## src/rtl/mmu_arb.sv

```systemverilog
// mmu_arb: arbitrates the I and D ports onto one memory port, applying per-thread base/limit translation.
module mmu_arb #(
  parameter int ADDR_W = 32,
  parameter int DATA_W = 32,
  parameter int NUM_TRD = 8,
  localparam int TRD_W = $clog2(NUM_TRD)
) (
  input  logic              clk,
  input  logic              rst,
  input  logic              cfg_wr,
  input  logic [TRD_W-1:0]  cfg_trd,
  input  logic [ADDR_W-1:0] cfg_base,
  input  logic [ADDR_W-1:0] cfg_limit,
  input  logic [ADDR_W-1:0] i_addr,
  input  logic              i_rd,
  input  logic [TRD_W-1:0]  i_trd,
  output logic [DATA_W-1:0] i_rd_data,
  output logic              i_miss,
  output logic              i_done,
  output logic              i_segfault,
  input  logic [ADDR_W-1:0] d_addr,
  input  logic [DATA_W-1:0] d_wr_data,
  input  logic              d_rd,
  input  logic              d_wr,
  input  logic [TRD_W-1:0]  d_trd,
  output logic [DATA_W-1:0] d_rd_data,
  output logic              d_miss,
  output logic              d_done,
  output logic              d_segfault,
  output logic [1:0]        mem_opcode,
  output logic [ADDR_W-1:0] mem_addr,
  output logic [DATA_W-1:0] mem_wr_data,
  input  logic [DATA_W-1:0] mem_rd_data,
  input  logic              mem_rdy
);
  typedef enum logic [1:0] {IDLE, READ, WRITE, FAULT} state_t;
  state_t state;
  logic [ADDR_W-1:0] base [NUM_TRD];
  logic [ADDR_W-1:0] limit [NUM_TRD];
  logic owner_d, last_d, i_req, d_req, pick_d, fault, is_wr;
  logic [TRD_W-1:0] trd;
  logic [ADDR_W-1:0] vaddr, phys;
  always_comb begin
    i_req = i_rd && !i_done && !i_segfault;
    d_req = (d_rd || d_wr) && !d_done && !d_segfault;
    pick_d = d_req && (!i_req || !last_d);
    trd = pick_d ? d_trd : i_trd;
    vaddr = pick_d ? d_addr : i_addr;
    phys = base[trd] + vaddr;
    fault = (vaddr >= limit[trd]) || (pick_d && d_rd && d_wr);
    is_wr = pick_d && d_wr;
  end
  assign i_miss = i_rd && !(state != IDLE && !owner_d) && !i_done && !i_segfault;
  assign d_miss = (d_rd || d_wr) && !(state != IDLE && owner_d) && !d_done && !d_segfault;
  always_ff @(posedge clk) begin
    if (rst) begin
      state <= IDLE;
      owner_d <= 1'b0;
      last_d <= 1'b0;
      mem_opcode <= 2'b00;
      mem_addr <= '0;
      mem_wr_data <= '0;
      i_rd_data <= '0;
      d_rd_data <= '0;
      i_done <= 1'b0;
      d_done <= 1'b0;
      i_segfault <= 1'b0;
      d_segfault <= 1'b0;
      for (int k = 0; k < NUM_TRD; k++) begin
        base[k] <= '0;
        limit[k] <= '0;
      end
    end else begin
      if (cfg_wr) begin
        base[cfg_trd] <= cfg_base;
        limit[cfg_trd] <= cfg_limit;
      end
      i_done <= 1'b0;
      d_done <= 1'b0;
      i_segfault <= 1'b0;
      d_segfault <= 1'b0;
      case (state)
        IDLE: if (i_req || d_req) begin
          owner_d <= pick_d;
          last_d <= pick_d;
          if (fault) begin
            state <= FAULT;
            i_segfault <= !pick_d;
            d_segfault <= pick_d;
          end else begin
            state <= is_wr ? WRITE : READ;
            mem_opcode <= is_wr ? 2'b11 : 2'b01;
            mem_addr <= phys;
            if (is_wr) mem_wr_data <= d_wr_data;
          end
        end
        READ, WRITE: if (mem_rdy) begin
          state <= IDLE;
          mem_opcode <= 2'b00;
          if (state == READ && owner_d) d_rd_data <= mem_rd_data;
          if (state == READ && !owner_d) i_rd_data <= mem_rd_data;
          i_done <= !owner_d;
          d_done <= owner_d;
        end
        default: state <= IDLE;
      endcase
    end
  end
endmodule

```

## config.mk

```make
export PLATFORM = sky130hd
export DESIGN_NAME = mmu_arb
export DESIGN_NICKNAME = d
export VERILOG_FILES = /design/src/rtl/mmu_arb.sv
export SDC_FILE = /design/constraint.sdc
export NUM_CORES = 1
export LEC_CHECK = 0
export CAP_MARGIN = 20
export CORE_MARGIN = 5
export CORE_UTILIZATION = 51
export CTS_CLUSTER_SIZE = 28
export DETAILED_ROUTE_END_ITERATION = 8
export GPL_TIMING_DRIVEN = 1
export PLACE_DENSITY = 0.76
export REMOVE_ABC_BUFFERS = 1
export SYNTH_ARGS = -nofsm -noshare
export SYNTH_HDL_FRONTEND = slang
export SYNTH_SLANG_ARGS = --single-unit
```

## constraint.sdc

```tcl
create_clock -name clk -period 6.65 [get_ports clk]
set_input_delay 1.33 -clock clk [delete_from_list [all_inputs] [get_ports clk]]
set_output_delay 1.33 -clock clk [all_outputs]
set_load 0.05 [all_outputs]
```

==> results.cfg <==
[synthesis]
synth_edf_count = 512
synth_cell_types = 64
yosys_register_bits = 649
synth_warnings = 0
syn_inst = 2333
yosysMostFrequentCell = and2_1
syn_area_per_cell_um2 = 13.0
synthArstFlopShare_pct = 0
synth_top_area_share_pct = 50.8
synth_top_cell_by_area = edfxtp_1
netlist_area_mm2 = 0.0302
yosysSeqAreaShare_pct = 59.9
synth_area_leaders = edfxtp_1 (51%), and2_1 (11%), mux4_2 (9.4%), dfxtp_1 (9.1%), nand2_1 (4.0%)
ys.flop_type = edfxtp_1
synth_common_cells = and2_1 (515), edfxtp_1 (512), nand2_1 (324), a21oi_1 (143), dfxtp_1 (137)

[power]
peakVddDrop_mv = 0.208
leakage_uw = 0.0135
power.total_uw = 13800
power_density_mw_per_mm2 = 370

[global_route]
gr-total-overflow = 0
grt_max_degree = 66
grt_pass1_wl_um = 126000
grt_pass1_vias = 20780
track_usage_pct = 26.1
antenna_found_initial = 13

[timing]
fin_skew_ns = 0.0166
hold_slack_ns = 0.451
rsz0062_at_grt = false
setup_viol = 0
worst_pin_slew_ns = 1.17
post-route-min-period_ns = 6.11
finalCritPeriodShare_pct = 91.9
relSlewSlack_pct = 21.6
slew_viol_final = 0
finalHoldViolations = 0
timing.fmax_mhz = 164

[setup_path]
critical-path-top-delay-family = compound AO/OA/AOI/OAI gates
critical-path-max-stage-delay_ns = 0.52
startpoint_type = input pin
crit_fanout = 25
crit_required_ns = 7.20
r2r_start = i_done
arrival_ns = 6.66
critPathBufInv = 5
endpoint_kind = flip-flop
crit_type = in2reg
crit_start = d_rd
crit_path_top_delay_cell = mux4_2
crit_path_cell_trace = clkdlybuf4s50_1, nor2_1, a2111oi_4, buf_12, mux2i_4, buf_12, buf_4, mux4_2, mux2i_1, ha_1, and4_1, a221o_1, a21oi_1, o21ai_1, a211o_2, buf_4, nor4b_1, mux2i_1, nand2_1

[floorplanning]
ios = 344
fp.dieH_um = 253
num_rows = 89
initial_core_util_pct = 51.3
dieWidth_um = 253
dieArea_mm2 = 0.0643
coreArea_mm2 = 0.0589

[place]
io_buffers = 343
gp_congestion = 0.952
post_dp_cell_area_mm2 = 0.0350
place_hpwl_um = 56200

[layout]
final_nets = 2974
fin_util_pct = 63.4
finalInstanceArea_mm2 = 0.0373
syn2layout_area_growth_pct = 23.5
drive_above_1_share_pct = 13.8

[cts]
post_cts_buffers = 0
cts_resized = 0
cts_tree = built
clk_path_buf_depth = 3
ctsHoldBuffers = 0
htreeDepth = 3
clk_pin_slew_ns = 0.06
cts_root_buf = clkbuf_16
clk_latency_ns = 0.61
cts_sinks = 649
cts_made_buffers = 70

[flow_run]
maxCapViolCount = 0

[status]
status = completed

[detailed_routing]
dr_total_vias = 20394
via_per_inst = 5.77
antenna_left = 0
drtPass1Iterations = 5
drc = 0
drtIter0Drc = 1642
drt-total-wl_um = 85800
wl_per_cell_um = 24.3

[worst_hold_path]
worstHoldStart = d_rd_data[4]
hold_path_class = reg2reg
-- logic make-up (layout without fill, tap and decap cells) --
family          count (synthesis)  count (layout)  synth area share (%)
fa+ha+maj                      66              66                  2.76
xor+xnor                       22              22                 0.637
compound gates                251             251                  5.05
other cells                     0               7                     0
simple gates                  981             981                  17.1
mux                           208             208                  12.3
flops                         649             649                  59.9
buf+inv                       156             578                  2.28
-- final cells by class --
type | instances | area (um^2)
Inverter | 20 | 75.1
Tap cell | 773 | 967
Clock buffer | 87 | 1890
Fill cell | 4313 | 21600
Sequential cell | 649 | 18100
Antenna cell | 7 | 17.5
Clock inverter | 40 | 438
Multi-Input combinational cell | 1528 | 11600
Timing Repair Buffer | 431 | 4220
-- placed cells by master (no fill, tap or decap), types with 9 or more instances in the layout --
cell | Yosys | final
clkbuf_16 | 0 | 73
dfxtp_1 | 137 | 137
edfxtp_1 | 512 | 512
nor2_1 | 60 | 51
clkdlybuf4s50_1 | 0 | 342
a21oi_1 | 143 | 143
xnor2_1 | 15 | 15
nor3_1 | 14 | 12
mux4_2 | 126 | 126
o21ai_0 | 27 | 21
mux2i_1 | 47 | 45
clkinv_1 | 1 | 17
nand2_1 | 324 | 323
a31oi_1 | 9 | 9
buf_4 | 5 | 79
mux2_2 | 33 | 32
ha_1 | 65 | 65
nand3_1 | 20 | 20
nand4_1 | 9 | 9
a21o_1 | 19 | 19
bufinv_16 | 0 | 9
inv_1 | 18 | 18
buf_12 | 0 | 10
clkbuf_1 | 99 | 13
and2_1 | 515 | 515
-- registers in the layout (all words and copies together) (netlist names), 2 cells and up --
name	cells
mem_opcode	2
limit	256
d_rd_data	32
i_rd_data	32
base	256
mem_addr	32
state	2
mem_wr_data	32
-- power breakdown --
group,total [uW],leakage [uW],internal (uW),switching [uW]
Sequential,4840,0.00602,4700,143
Clock,3970,0.00112,2370,1600
Combinational,5010,0.00641,2090,2920
-- worst paths after layout --
kind,slack (ns),cells past startpoint,endpoint
worst min register to register,0.45,2,d_rd_data[4]
worst max register to register,1.38,18,mem_addr[28]
worst min-delay path,0.45,2,d_rd_data[4]
worst max-delay path,0.54,19,mem_addr[28]
-- layer usage --
metal | wire (um) | track usage [%] | vias to the layer above
li1 | - | - | 9155
met1 | 31200 | 32.1 | 10063
met2 | 43500 | 45.9 | 992
met3 | 7870 | 5.01 | 170
met4 | 3070 | 10.4 | 14
met5 | 102 | 0 | -
-- metrics by stage --
stage / cells / setup TNS, ns / setup slack, ns
3_3_place_gp: 3399 / 0 / 0.0156
4_1_cts: 3528 / 0 / 0.535
2_1_floorplan: 2197 / -480.54 / -6.64
5_1_grt: 3533 / 0 / 0.190
6_report: 3535 / 0 / 0.535
3_5_place_dp: 3401 / -0.356 / -0.0777
-- tightest hold or removal path: stages (launching register included) --
cell,delay (ns)
dfxtp_1,0.30
nand2_1,0.05
a21oi_1,0.05
Note: power is estimated with default switching activity, not from simulation.
